File: config.mk
export PLATFORM = sky130hd
export DESIGN_NAME = exec_unit
export DESIGN_NICKNAME = d
export VERILOG_FILES = /design/src/rtl/exec_pkg.sv /design/src/rtl/exec_shifter.sv /design/src/rtl/exec_unit.sv
export SDC_FILE = /design/constraint.sdc
export NUM_CORES = 1
export LEC_CHECK = 0
export CORE_ASPECT_RATIO = 0.75
export CORE_UTILIZATION = 55
export CTS_CLUSTER_SIZE = 16
export DETAILED_ROUTE_END_ITERATION = 8
export PLACE_DENSITY = 0.79
export SYNTH_ARGS = -nofsm -noshare
export SYNTH_HDL_FRONTEND = slang
export SYNTH_SLANG_ARGS = --single-unit
File: constraint.sdc
create_clock -name clk_i -period 3.17 [get_ports clk_i]
set_input_delay 0.4755 -clock clk_i [delete_from_list [all_inputs] [get_ports clk_i]]
set_output_delay 0.4755 -clock clk_i [all_outputs]
set_load 0.1 [all_outputs]
File: src/rtl/exec_pkg.sv
// Shared encodings and payload types for the multi-cycle execute unit.
package exec_pkg;

  localparam int unsigned XLEN    = 32;
  localparam int unsigned OP_W    = 4;
  localparam int unsigned FU_W    = 2;
  localparam int unsigned SHAMT_W = 5;
  localparam int unsigned IMM_W   = 16;

  // ALU operation codes (fu_sel = ALU)
  localparam logic [OP_W-1:0] ALU_AND = 4'b0000;
  localparam logic [OP_W-1:0] ALU_OR  = 4'b0001;
  localparam logic [OP_W-1:0] ALU_ADD = 4'b0010;
  localparam logic [OP_W-1:0] ALU_SUB = 4'b0110;
  localparam logic [OP_W-1:0] ALU_SLT = 4'b0111;
  localparam logic [OP_W-1:0] ALU_NOR = 4'b1100;

  // Shift operation codes (fu_sel = SHIFT)
  localparam logic [OP_W-1:0] SH_SLL  = 4'b0000;
  localparam logic [OP_W-1:0] SH_SRL  = 4'b0001;
  localparam logic [OP_W-1:0] SH_SLLV = 4'b0010;
  localparam logic [OP_W-1:0] SH_SRLV = 4'b0011;

  // Functional-unit select codes; 2'b11 is illegal
  localparam logic [FU_W-1:0] FU_ALU   = 2'b00;
  localparam logic [FU_W-1:0] FU_SHIFT = 2'b01;
  localparam logic [FU_W-1:0] FU_LUI   = 2'b10;

  typedef enum logic [1:0] {
    ST_IDLE  = 2'b00,
    ST_SHIFT = 2'b01,
    ST_HOLD  = 2'b10
  } state_t;

  // Registered writeback payload
  typedef struct packed {
    logic [XLEN-1:0] result;
    logic            zero;
    logic            ovf;
    logic            err;
  } exec_out_t;

endpackage

File: src/rtl/exec_shifter.sv
// Iterative logical shifter: moves up to STEP bits per step until the count is exhausted.
module exec_shifter
  import exec_pkg::*;
#(
  parameter int unsigned DATA_W = 32,
  parameter int unsigned STEP   = 1
) (
  input  logic               clk_i,
  input  logic               rst_n,
  input  logic               start_i,
  input  logic               step_i,
  input  logic               left_i,
  input  logic [SHAMT_W-1:0] amount_i,
  input  logic [DATA_W-1:0]  operand_i,
  output logic [DATA_W-1:0]  next_c,
  output logic               done_c
);

  logic [DATA_W-1:0]  opnd_q;
  logic [SHAMT_W-1:0] rem_q;
  logic [SHAMT_W-1:0] step_amt;
  logic               left_q;

  // Per-step amount, shifted value, and "this step finishes the shift" flag
  always_comb begin
    step_amt = (rem_q < SHAMT_W'(STEP)) ? rem_q : SHAMT_W'(STEP);
    next_c   = left_q ? (opnd_q << step_amt) : (opnd_q >> step_amt);
    done_c   = (rem_q <= SHAMT_W'(STEP));
  end

  // Operand, remaining count and direction registers
  always_ff @(posedge clk_i or negedge rst_n) begin
    if (!rst_n) begin
      opnd_q <= '0;
      rem_q  <= '0;
      left_q <= 1'b0;
    end else if (start_i) begin
      opnd_q <= operand_i;
      rem_q  <= amount_i;
      left_q <= left_i;
    end else if (step_i && (rem_q != '0)) begin
      opnd_q <= next_c;
      rem_q  <= rem_q - step_amt;
    end
  end

endmodule

File: src/rtl/exec_unit.sv
// Multi-cycle execute unit: single-cycle ALU/lui, iterative shifter, valid/ready on both sides.
module exec_unit
  import exec_pkg::*;
#(
  parameter int unsigned DATA_W     = 32,
  parameter int unsigned SHIFT_STEP = 1
) (
  input  logic               clk_i,
  input  logic               rst_n,
  input  logic               in_valid_i,
  output logic               in_ready_o,
  input  logic [OP_W-1:0]    alu_op_i,
  input  logic [FU_W-1:0]    fu_sel_i,
  input  logic [DATA_W-1:0]  src1_i,
  input  logic [DATA_W-1:0]  src2_i,
  input  logic [SHAMT_W-1:0] shamt_i,
  input  logic [IMM_W-1:0]   imm_i,
  output logic               out_valid_o,
  input  logic               out_ready_i,
  output logic [DATA_W-1:0]  result_o,
  output logic               zero_o,
  output logic               ovf_o,
  output logic               err_o
);

  state_t             state_q, state_d;
  exec_out_t          out_q, out_d;
  logic               in_ready_q;
  logic               out_valid_q;
  logic               accept;

  logic [DATA_W-1:0]  sum, diff, alu_res;
  logic               alu_ovf, alu_err;

  logic               sh_legal, sh_left, sh_start, sh_step, sh_done;
  logic [SHAMT_W-1:0] sh_amt;
  logic [DATA_W-1:0]  sh_next;

  assign accept   = in_valid_i && in_ready_q;
  assign sh_legal = alu_op_i inside {SH_SLL, SH_SRL, SH_SLLV, SH_SRLV};
  assign sh_left  = (alu_op_i == SH_SLL) || (alu_op_i == SH_SLLV);
  assign sh_amt   = ((alu_op_i == SH_SLLV) || (alu_op_i == SH_SRLV)) ?
                    src1_i[SHAMT_W-1:0] : shamt_i;

  // Single-cycle ALU with signed-overflow detect for add/sub
  always_comb begin
    sum     = src1_i + src2_i;
    diff    = src1_i - src2_i;
    alu_res = '0;
    alu_ovf = 1'b0;
    alu_err = 1'b0;
    case (alu_op_i)
      ALU_AND: alu_res = src1_i & src2_i;
      ALU_OR:  alu_res = src1_i | src2_i;
      ALU_NOR: alu_res = ~(src1_i | src2_i);
      ALU_ADD: begin
        alu_res = sum;
        alu_ovf = (src1_i[DATA_W-1] == src2_i[DATA_W-1]) &&
                  (sum[DATA_W-1] != src1_i[DATA_W-1]);
      end
      ALU_SUB: begin
        alu_res = diff;
        alu_ovf = (src1_i[DATA_W-1] != src2_i[DATA_W-1]) &&
                  (diff[DATA_W-1] != src1_i[DATA_W-1]);
      end
      ALU_SLT: alu_res = DATA_W'($signed(src1_i) < $signed(src2_i));
      default: alu_err = 1'b1;
    endcase
  end

  exec_shifter #(
    .DATA_W (DATA_W),
    .STEP   (SHIFT_STEP)
  ) u_shifter (
    .clk_i     (clk_i),
    .rst_n     (rst_n),
    .start_i   (sh_start),
    .step_i    (sh_step),
    .left_i    (sh_left),
    .amount_i  (sh_amt),
    .operand_i (src2_i),
    .next_c    (sh_next),
    .done_c    (sh_done)
  );

  // Next-state and next-payload decode
  always_comb begin
    state_d  = state_q;
    out_d    = out_q;
    sh_start = 1'b0;
    sh_step  = 1'b0;
    case (state_q)
      ST_IDLE: begin
        if (accept) begin
          out_d   = '0;
          state_d = ST_HOLD;
          case (fu_sel_i)
            FU_ALU: begin
              out_d.result = alu_res;
              out_d.ovf    = alu_ovf;
              out_d.err    = alu_err;
            end
            FU_LUI: out_d.result = DATA_W'({imm_i, 16'h0000});
            FU_SHIFT: begin
              if (!sh_legal) begin
                out_d.err = 1'b1;
              end else if (sh_amt == '0) begin
                out_d.result = src2_i;
              end else begin
                sh_start = 1'b1;
                state_d  = ST_SHIFT;
              end
            end
            default: out_d.err = 1'b1;
          endcase
          out_d.zero = (out_d.result == '0);
        end
      end
      ST_SHIFT: begin
        sh_step = 1'b1;
        if (sh_done) begin
          state_d      = ST_HOLD;
          out_d.result = sh_next;
          out_d.zero   = (sh_next == '0);
        end
      end
      ST_HOLD: begin
        if (out_ready_i) state_d = ST_IDLE;
      end
      default: state_d = ST_IDLE;
    endcase
  end

  // State, payload and handshake registers
  always_ff @(posedge clk_i or negedge rst_n) begin
    if (!rst_n) begin
      state_q     <= ST_IDLE;
      out_q       <= '0;
      in_ready_q  <= 1'b1;
      out_valid_q <= 1'b0;
    end else begin
      state_q     <= state_d;
      out_q       <= out_d;
      in_ready_q  <= (state_d == ST_IDLE);
      out_valid_q <= (state_d == ST_HOLD);
    end
  end

  assign in_ready_o  = in_ready_q;
  assign out_valid_o = out_valid_q;
  assign result_o    = out_q.result;
  assign zero_o      = out_q.zero;
  assign ovf_o       = out_q.ovf;
  assign err_o       = out_q.err;

endmodule
==> results of run 1 <==
## routing by layer
metal  overflow  track usage (%)
met1         16             85.6
met2        114             98.0
met3         13             76.3
met4         93             90.6
met5          7             55.6
## stage by stage
stage               TNS [ps]  hold WS (ps)  util, %  cell area [µm²]
floorplan               -174           180        -            10900
global placement      -19150           478     81.2            15700
detailed placement    -21760           486     81.2            15700
CTS                    -1180           330     89.1            17200
## synth_stat cells, types with 6 or more instances
| library cell | instances |
|---|---|
| sky130_fd_sc_hd__clkbuf_1 | 88 |
| sky130_fd_sc_hd__dfrtp_1 | 76 |
| sky130_fd_sc_hd__and3_1 | 11 |
| sky130_fd_sc_hd__a21o_1 | 18 |
| sky130_fd_sc_hd__o21a_1 | 23 |
| sky130_fd_sc_hd__o221ai_1 | 18 |
| sky130_fd_sc_hd__o22ai_1 | 29 |
| sky130_fd_sc_hd__nand2b_1 | 8 |
| sky130_fd_sc_hd__a31oi_1 | 12 |
| sky130_fd_sc_hd__o31ai_1 | 18 |
| sky130_fd_sc_hd__a221o_1 | 9 |
| sky130_fd_sc_hd__o211ai_1 | 16 |
| sky130_fd_sc_hd__ha_1 | 104 |
| sky130_fd_sc_hd__buf_2 | 15 |
| sky130_fd_sc_hd__nor4b_1 | 6 |
| sky130_fd_sc_hd__a22oi_1 | 40 |
| sky130_fd_sc_hd__nand2_1 | 122 |
| sky130_fd_sc_hd__xnor2_1 | 9 |
| sky130_fd_sc_hd__o21ai_0 | 92 |
| sky130_fd_sc_hd__nand4_1 | 18 |
| sky130_fd_sc_hd__nor4_1 | 13 |
| sky130_fd_sc_hd__mux2i_1 | 35 |
| sky130_fd_sc_hd__or2_2 | 10 |
| sky130_fd_sc_hd__a2111oi_0 | 8 |
| sky130_fd_sc_hd__nor3_1 | 57 |
| sky130_fd_sc_hd__nand3_1 | 21 |
| sky130_fd_sc_hd__inv_1 | 98 |
| sky130_fd_sc_hd__a22o_1 | 11 |
| sky130_fd_sc_hd__a21oi_1 | 145 |
| sky130_fd_sc_hd__nor2b_1 | 19 |
| sky130_fd_sc_hd__and2_1 | 10 |
| sky130_fd_sc_hd__a221oi_1 | 9 |
| sky130_fd_sc_hd__or3_1 | 10 |
| sky130_fd_sc_hd__o21bai_1 | 12 |
| sky130_fd_sc_hd__a211oi_1 | 32 |
| sky130_fd_sc_hd__nor2_1 | 146 |
| sky130_fd_sc_hd__buf_1 | 8 |
| sky130_fd_sc_hd__nand3b_1 | 6 |
## what timing repair did
| action | in CTS |
|---|---|
| cloned | 0 |
| pin swaps | 98 |
| endpoints found under the setup margin | 27 |
| resized for setup | 284 |
| buffers inserted | 46 |
## cells by family after synthesis
group	count (synthesis)	share of synthesized area, %
AO/OA/AOI/OAI	570	36.0
flip-flops	77	17.8
adder cells (fa/ha/maj)	106	12.4
AND/OR/NAND/NOR	483	21.6
multiplexers	39	3.65
XOR/XNOR	13	1.05
buffers and inverters	212	7.56
==> results.txt, run 1 <==
The pin count of the biggest net entering global routing is 78. The number of top-level pins is 132. The sequential area share after synthesis is 17.8%.

The post-synthesis async set-or-reset flop share came out at 100%. The TritonCTS buffer count came out at 9. Once the floorplan was initialized, standard cells occupied 56.1% of the core. The area fraction of the dominant cell type after synthesis came out at 17.5%.

For this design, the sink count on the clock tree is 77. When the netlist entered floorplanning its net count stood at 1701. The flip-flop and latch count after synthesis is 77. After the last repair the worst path ends at a register data pin.

Ranked by total cell area, the synthesized netlist is headed by sky130_fd_sc_hd__dfrtp_1 18%, sky130_fd_sc_hd__ha_1 12%, sky130_fd_sc_hd__a21oi_1 6.7%, sky130_fd_sc_hd__nor2_1 5.1%, sky130_fd_sc_hd__o21ai_0 4.2%. The worst-slack endpoint at the end of global-route timing repair is zero_o$_DFFE_PN0P_/D. The post-place setup slack is -1310 ps. After global routing the overflow that remains totals 243. The total of buffers placed on input and output ports came out at 131. The average footprint of a synthesized cell is 7.23 µm². The first error in the log reads "[ERROR GRT-0232] Routing congestion too high. Check the congestion heatmap in the GUI". After clock tree synthesis, the flow added hold-fix buffers numbering 0. The total number of yosys warnings came out at 0. The number of enable-type register cells in the synthesized netlist came out at 0. The floorplan die height came out at 124 µm. The last stage reached is global routing (5_1_grt).

The number of distinct library cell variants in the gate-level netlist after synthesis is 89. The cell count after placement is 2244. The overall routing resource usage is 86.8%. The routability-driven placement congestion ratio is 1.13. For this run, the leading register cell type out of synthesis is sky130_fd_sc_hd__dfrtp_1. The synthesized area came out at 10800 µm². Clock tree synthesis selected as its root buffer the cell sky130_fd_sc_hd__clkbuf_16.

The biggest area contributor in the post-synthesis netlist is sky130_fd_sc_hd__dfrtp_1. The die is 164 µm wide. The post-synthesis cell count is 1500. The flow did not finish.

The maximum buffer depth of the clock tree came out at 2. The post-detailed-placement half-perimeter wirelength came out at 40400 µm. The row count is 44. The H-tree generated during clock tree synthesis spans 3 levels.
==> run 2: changes to the inputs <==
--- a/config.mk
+++ b/config.mk
@@ -5,11 +5,9 @@
 export SDC_FILE = /design/constraint.sdc
 export NUM_CORES = 1
 export LEC_CHECK = 0
-export CORE_ASPECT_RATIO = 0.75
-export CORE_UTILIZATION = 55
-export CTS_CLUSTER_SIZE = 16
+export CORE_UTILIZATION = 40
 export DETAILED_ROUTE_END_ITERATION = 8
-export PLACE_DENSITY = 0.79
+export PLACE_DENSITY_LB_ADDON = 0.15
 export SYNTH_ARGS = -nofsm -noshare
 export SYNTH_HDL_FRONTEND = slang
 export SYNTH_SLANG_ARGS = --single-unit
==> results.txt, run 2 <==
The number of routed nets with antenna violations came out at 0. The number of global-route vias before repair came to 14700. The floorplan die height came out at 167 µm (+35%).

The peak per-stage delay on the critical path came out at 410 ps. After floorplanning, the core was sized to cover 26400 µm². The clock latency at the later pin of the worst-skew pair came out at 340 ps. The type of the setup path with the least slack is in2reg. The number of top-level pins is 132 (unchanged). Of the cells placed in the final design, the portion with a size suffix greater than 1 is 43.6%. STA classifies the critical path startpoint as a primary input. The via-per-instance ratio is 6.04. The routability-driven placement congestion ratio came to 1.02 (-9.4%). Detailed routing inserted a total of 14800 vias. The routed length per placed instance is 22.7 µm.

The most used flip-flop cell after synthesis is sky130_fd_sc_hd__dfrtp_1. The worst endpoint required time is 3420 ps. The number of remaining DRC errors came out at 0. The transition time at the pin with the least slew margin came out at 982 ps. After layout, the worst setup slack is -376 ps. TritonCTS built the clock tree. The static power due to leakage came out at 8.20 nW. The total of buffers placed on input and output ports came to 131 (unchanged). After layout, the minimum clock period comes to 3550 ps. The first detailed-routing pass took 6 iterations. The wire length of the first global-routing pass is 84100 µm. The row count came to 59 (+34%). The final standard cell count with taps included and fillers excluded is 2456. After the first detailed-routing iteration, the DRC count stood at 1470. The checks that failed: negative setup slack.

The flip-flop and latch count after synthesis came out at 77 (unchanged). The area fraction of the dominant cell type after synthesis came out at 17.5% (unchanged). The number of max-slew violations in the final report came out at 0. The worst reg-to-reg path cell count is 10. Sorting the synthesized cells by area gives the leading types as sky130_fd_sc_hd__dfrtp_1 18%, sky130_fd_sc_hd__ha_1 12%, sky130_fd_sc_hd__a21oi_1 6.7%, sky130_fd_sc_hd__nor2_1 5.1%, sky130_fd_sc_hd__o21ai_0 4.2%. The maximum buffer depth of the clock tree came out at 2 (unchanged).

The post-synthesis cell count is 1500 (unchanged). The synthesized area came out at 10800 µm² (unchanged). The clock arrives with 7.09 ps of skew.

After clock tree synthesis, the clock-pin slew on the worst setup and hold paths is 60 ps. The setup total negative slack is -1130 ps. The upper clock frequency limit is 282 MHz. After global routing the overflow that remains totals 0. The die covers 27800 µm².

The antenna diode instance count came out at 0. The chip width came to 167 µm (+1.5%). The overall routing resource usage came out at 39.1%. The number of distinct library cell variants in the gate-level netlist after synthesis is 89 (unchanged).

Wires add up to 55800 µm. The cell at the root of the clock tree is sky130_fd_sc_hd__clkbuf_16. The flow ran to the end, but the final reports show violations. Measured against its own limit, the worst slew margin works out to 34.5%. Yosys instantiated no cell more often than sky130_fd_sc_hd__nor2_1.

The number of enable-type register cells in the synthesized netlist came out at 0 (unchanged). Dividing total power by cell area gives a power density of 528 nW/µm². The total number of yosys warnings came out at 0 (unchanged). The synthesized net count is 1701 (unchanged). The TritonCTS buffer count came to 9 (unchanged).

The library cell used most frequently in the layout, excluding fill and tap cells, is sky130_fd_sc_hd__buf_4. The average footprint of a synthesized cell came out at 7.23 µm² (unchanged). The setup slack on the worst flop-to-flop path is -90 ps. Leaving out fill and tap cells, the most frequent cells in the layout are 574 x sky130_fd_sc_hd__buf_4, 132 x sky130_fd_sc_hd__nor2_1, 120 x sky130_fd_sc_hd__a21oi_1. The maximum level of the CTS H-tree is 3 (unchanged). The number of setup violations in the final report came out at 9.

The final layout net count is 2317. The sequential area share after synthesis is 17.8% (unchanged). Sorting the synthesized cells by how often they occur yields 146 x sky130_fd_sc_hd__nor2_1, 145 x sky130_fd_sc_hd__a21oi_1, 122 x sky130_fd_sc_hd__nand2_1.

The area added between synthesis and finish came out at 70.5%. STA classifies the critical path endpoint as a register. The startpoint of the lowest-slack register-to-register path is u_shifter.rem_q[1]. The final period utilization came out at 112%.

The pin count of the biggest net entering global routing is 78. The signal on the critical path passes through buf_2 > ha_2 > inv_2 > fa_2 > nor2b_2 > o21a_1 > o2111a_2 > o31ai_4 > nand2_2 > a211o_1 > o21ba_4 > nand4bb_4 > nor4_4 > nand4_1 > o31ai_1. The critical path data arrival time is 3790 ps. The post-synthesis async set-or-reset flop share came out at 100% (unchanged). The endpoint identified for the worst register-to-register timing path is zero_o.

The post-detailed-placement half-perimeter wirelength is 44300 µm (+9.7%). The number of hold-slack violations in the final timing report is 0. The cell count after placement came out at 2361 (+5.2%). The number of antenna violations at the first check in global routing was 0. The path class of the tightest hold or removal check is in2async. Setup repair after global routing could not meet its margin everywhere. Of all cell types, the one taking the most synthesized area is sky130_fd_sc_hd__dfrtp_1. The maximum resistive drop on vdd is 0.000997 V. The slowest stage of the critical path is the sky130_fd_sc_hd__o31ai_4 cell.

Across the run, the number of max-cap violations was 0. The core occupancy in the finished layout is 70.2%. The number of clock sinks was 77 (unchanged). The highest net fanout along the worst path came out at 3.

The starting utilization of the core area is 41.1% (-15 points).
[run 2: cell counts after synthesis]
No cell type changed its count.
[run 2: repair_timing]
action / CTS / global route
hold endpoints to repair: 0 / 0
gates resized for setup: 288 / 158
hold buffers: 0 / 0
pin swaps: 88 / 94
setup buffers: 52 / 30
endpoints found under the setup margin: 26 / 26
cloned: 0 / 0
[run 2: worst max-delay path, delay by kind of cell]
family	cells	cell delay, ps
AO/OA/AOI/OAI	6	1800
AND/OR/NAND/NOR	5	930
adder cells (fa/ha/maj)	2	410
buffers and inverters	2	190
[run 2: through the flow]
stage	total power, W	setup slack [ps]	hold slack (ps)	cell area (µm²)
2_1_floorplan	0.00569	-122	180	10900
3_3_place_gp	0.00796	-1690	476	16100
3_5_place_dp	0.00803	-1710	481	16100
4_1_cts	0.00942	-544	335	17800
5_1_grt	0.0102	-454	393	18500
6_report	0.00975	-376	304	18500
[run 2: cell type report]
class / instances / area (µm²)
multi-input cells: 1211 / 9590
fillers: 2267 / 7870
repair buffers: 718 / 5850
flip-flops and latches: 77 / 1930
well taps: 335 / 419
inverters: 99 / 393
clock buffers: 10 / 239
clock inverters: 6 / 70.1
[run 2: per-layer routing]
metal  global-route usage [%]  vias up  wire [µm]
li1                         -     6823          -
met1                     49.0     7083      22400
met2                     65.5      742      25900
met3                     3.90      188       3790
met4                     22.7        0       3720
met5                        0        -          0
[run 2: worst max path at each step]
stage | start | to | cells after the start
floorplan | src2_i[4] | result_o[31] | 13
global placement | src1_i[0] | zero_o | 15
detailed placement | src1_i[0] | zero_o | 15
CTS | src2_i[0] | zero_o | 16
global route | src1_i[1] | zero_o | 16
finish | src1_i[0] | zero_o | 15
[run 2: cells by family after synthesis]
logic type,after synthesis,share of synthesized area [%]
AOI/OAI and AO/OA,570,36.0
xor gates and xnor gates,13,1.05
adders and majority gates,106,12.4
buffers and inverters,212,7.56
DFF,77,17.8
muxes,39,3.65
and+or+nand+nor,483,21.6
[run 2: power breakdown]
group | total (W) | internal (W) | leakage, nW | switching [W]
sequential | 0.00188 | 0.00146 | 0.949 | 0.000421
combinational | 0.00680 | 0.00245 | 7.11 | 0.00435
clock | 0.00107 | 0.000635 | 0.141 | 0.000438
No activity file was read; power rests on OpenSTA's default activity.
==> edit (settings of run 2) <==
Reset style: synchronous (`rst_n`), changed in 2 clocked blocks.
--- a/src/rtl/exec_shifter.sv
+++ b/src/rtl/exec_shifter.sv
@@ -29,7 +29,7 @@
   end
 
   // Operand, remaining count and direction registers
-  always_ff @(posedge clk_i or negedge rst_n) begin
+  always_ff @(posedge clk_i) begin
     if (!rst_n) begin
       opnd_q <= '0;
       rem_q  <= '0;
--- a/src/rtl/exec_unit.sv
+++ b/src/rtl/exec_unit.sv
@@ -132,7 +132,7 @@
   end
 
   // State, payload and handshake registers
-  always_ff @(posedge clk_i or negedge rst_n) begin
+  always_ff @(posedge clk_i) begin
     if (!rst_n) begin
       state_q     <= ST_IDLE;
       out_q       <= '0;
Function: differs if rst_n is asserted again (counterexample within 4 cycles, from zero or initial values and one cycle with rst_n low); with rst_n held inactive, the same outputs for 4 cycles.
==> edit against run 2 <==
  * Non-clock buffer count fell by 30
  * Synthesized cell count fell by 0.20%
  * Setup slack got worse by 0.19 ns
  * Critical path type unchanged
  * First-iteration DRC count is 1.7% higher
  * Routed wire length decreased by 1.7%
  * Cell area shrank 3.9%
  * Maximum frequency fell by 5.2%
  * Global-route usage grew 0.79 points
  * Core utilization fell by 0.40 points
  * Sequential cell count is the same
  * The run still ends with negative setup slack left
  * Synthesized area fell by 3.1%
  * Final cell count shrank 1.4%
Power is not compared: it rests on default switching activity, and its combinational part moved more than twofold at a synthesized area within 25%.
==> edit: results (changes against run 2) <==
yosys warns=0 (unchanged); initial antenna violation count=0 (unchanged); critical path arrival=4.00 ns (+0.21 ns); Slew @ Worst Pin=0.759 ns (-0.223 ns); placed wire-length estimate=43200 um (-2.5%); Non-Filler Instances=2422 (-1.4%); crit share post-route=118% (+6.1 points); GRT Total Usage=39.9% (+0.79 points); Final Skew=0.0112 ns (+0.00414 ns); share of layout cells above drive strength 1=43.3% (-0.35 points); Worst-path clk slew=0.07 ns; Final GP Congestion=1.02 (+0.28%); top post-synthesis cells by count=nor2_1, a21oi_1, nand2_1, ha_1, inv_1; complex-gate fraction of the synthesized area=36.3% (+0.37 points); FFs w/ async S/R, synth=0% (-100 points); clk_lat worst skew=0.34 ns (about the same); global-route wire length before repair=81300 um (-3.3%); Final nets=2288 (-1.3%); DP Worst Slack=-1.63 ns (+0.0805 ns); Max VDD drop=0.372 mV; syn_area_per_cell=7.02 sq um (-2.9%); Post-Syn Nets=1698 (-0.18%); setup ws final=-0.569 ns (-0.193 ns); CP Max Fanout=3 (unchanged); routed vias/inst=6.09 (+0.87%); mux cell area share after synthesis=4.68% (+1.0 points); pin count of the biggest net entering global routing=50 (-36%); Post-synth top flop=dfxtp_1; Netlist cell types=94 (+5.6%); total number of H-tree levels=3 (unchanged); Post-Synth XOR/XNOR Area=1.33% (+0.28 points); setup violators final=10 (+1); number of global-route vias before repair=14.0k (-5.2%); CTS Buf Count=9 (unchanged); mean routed wirelength per cell=22.6 um (-0.31%); number of port buffers=131 (unchanged); setup_tns=-2.28 ns (-1.15 ns); clock root buffer=clkbuf_16; Adder-Cell Fraction of Synth Area=12.8% (+0.39 points); Worst Hold Class=flip-flop to flip-flop; Iteration-0 DRC Markers=1495 (+1.7%); Leak Pwr=7.66 nW; outcome=finished, violations left; deepest clock path buffer count=2 (unchanged); sequential fraction of the synthesis area=14.7% (-3.1 points); top cells by area, synth=dfxtp_1, ha_1, nor2_1; ant diodes=0 (unchanged); DR pass1 iterations=6 (unchanged); violated checks=negative setup slack
## edit: power breakdown
part / switching (mW) / internal, mW / total [mW]
sequential: 0.0429 / 1.03 / 1.08
combinational: 1.84 / 1.32 / 3.15
clock: 0.456 / 0.617 / 1.07
## edit: logic make-up after synthesis
logic type / count (synthesis)
AOI/OAI and AO/OA: 555
and+or+nand+nor: 484
buffers and inverters: 211
adders and majority gates: 106
DFF: 77
muxes: 48
xor gates and xnor gates: 16
## edit: worst paths after layout
check / start / endpoint / slack, ns / cells after the start
min: result_o[28]$_SDFFE_PN0P_ / result_o[28]$_SDFFE_PN0P_ / 0.49 / 2
min reg2reg: result_o[28]$_SDFFE_PN0P_ / result_o[28]$_SDFFE_PN0P_ / 0.49 / 2
max reg2reg: u_shifter.rem_q[1]$_SDFFE_PN0P_ / zero_o$_SDFFE_PN0P_ / -0.18 / 12
max: src2_i[0] / zero_o$_SDFFE_PN0P_ / -0.57 / 16
## edit: stage by stage
stage	instance area, sq um	util, %	hold WS [ns]
after floorplan	10600	-	0.464
after global placement	15700	61.6	0.477
after detailed placement	15700	61.6	0.489
after CTS	17100	67.3	0.500
after global routing	17800	69.8	0.515
final	17800	69.8	0.493
## edit: critical path, cell delays in order
cell       delay [ns]
buf_6            0.07
ha_2             0.21
inv_2            0.06
fa_2             0.41
nand3b_1         0.21
a21boi_2         0.22
nor4_1           0.11
a2111oi_4        0.31
o211ai_1         0.25
nor4_2           0.35
and3_1           0.23
nand4_1          0.21
nor4_4           0.33
and4_1           0.26
nand4_1          0.11
o31ai_2          0.17
## edit: timing repair
| item | CTS | global route |
|---|---|---|
| resized for setup | 307 | 158 |
| pin swaps | 78 | 67 |
| setup endpoints to repair | 28 | 26 |
| setup buffers | 26 | 18 |
| cloned | 0 | 1 |
## edit: cell type report
class	instances	area, sq um
fillers	2121	7700
multi-input cells	1209	9600
repair buffers	688	5500
flip-flops and latches	77	1540
clock buffers	10	229
inverters	102	405
well taps	330	413
clock inverters	6	71.3
## edit: routing by layer
metal	vias to the layer above	GRT usage, %	part of all wire (%)
li1	6800	-	-
met1	7015	52.6	42
met2	772	65.2	45
met3	171	5.43	7.7
met4	0	15.9	4.9
met5	-	0	0
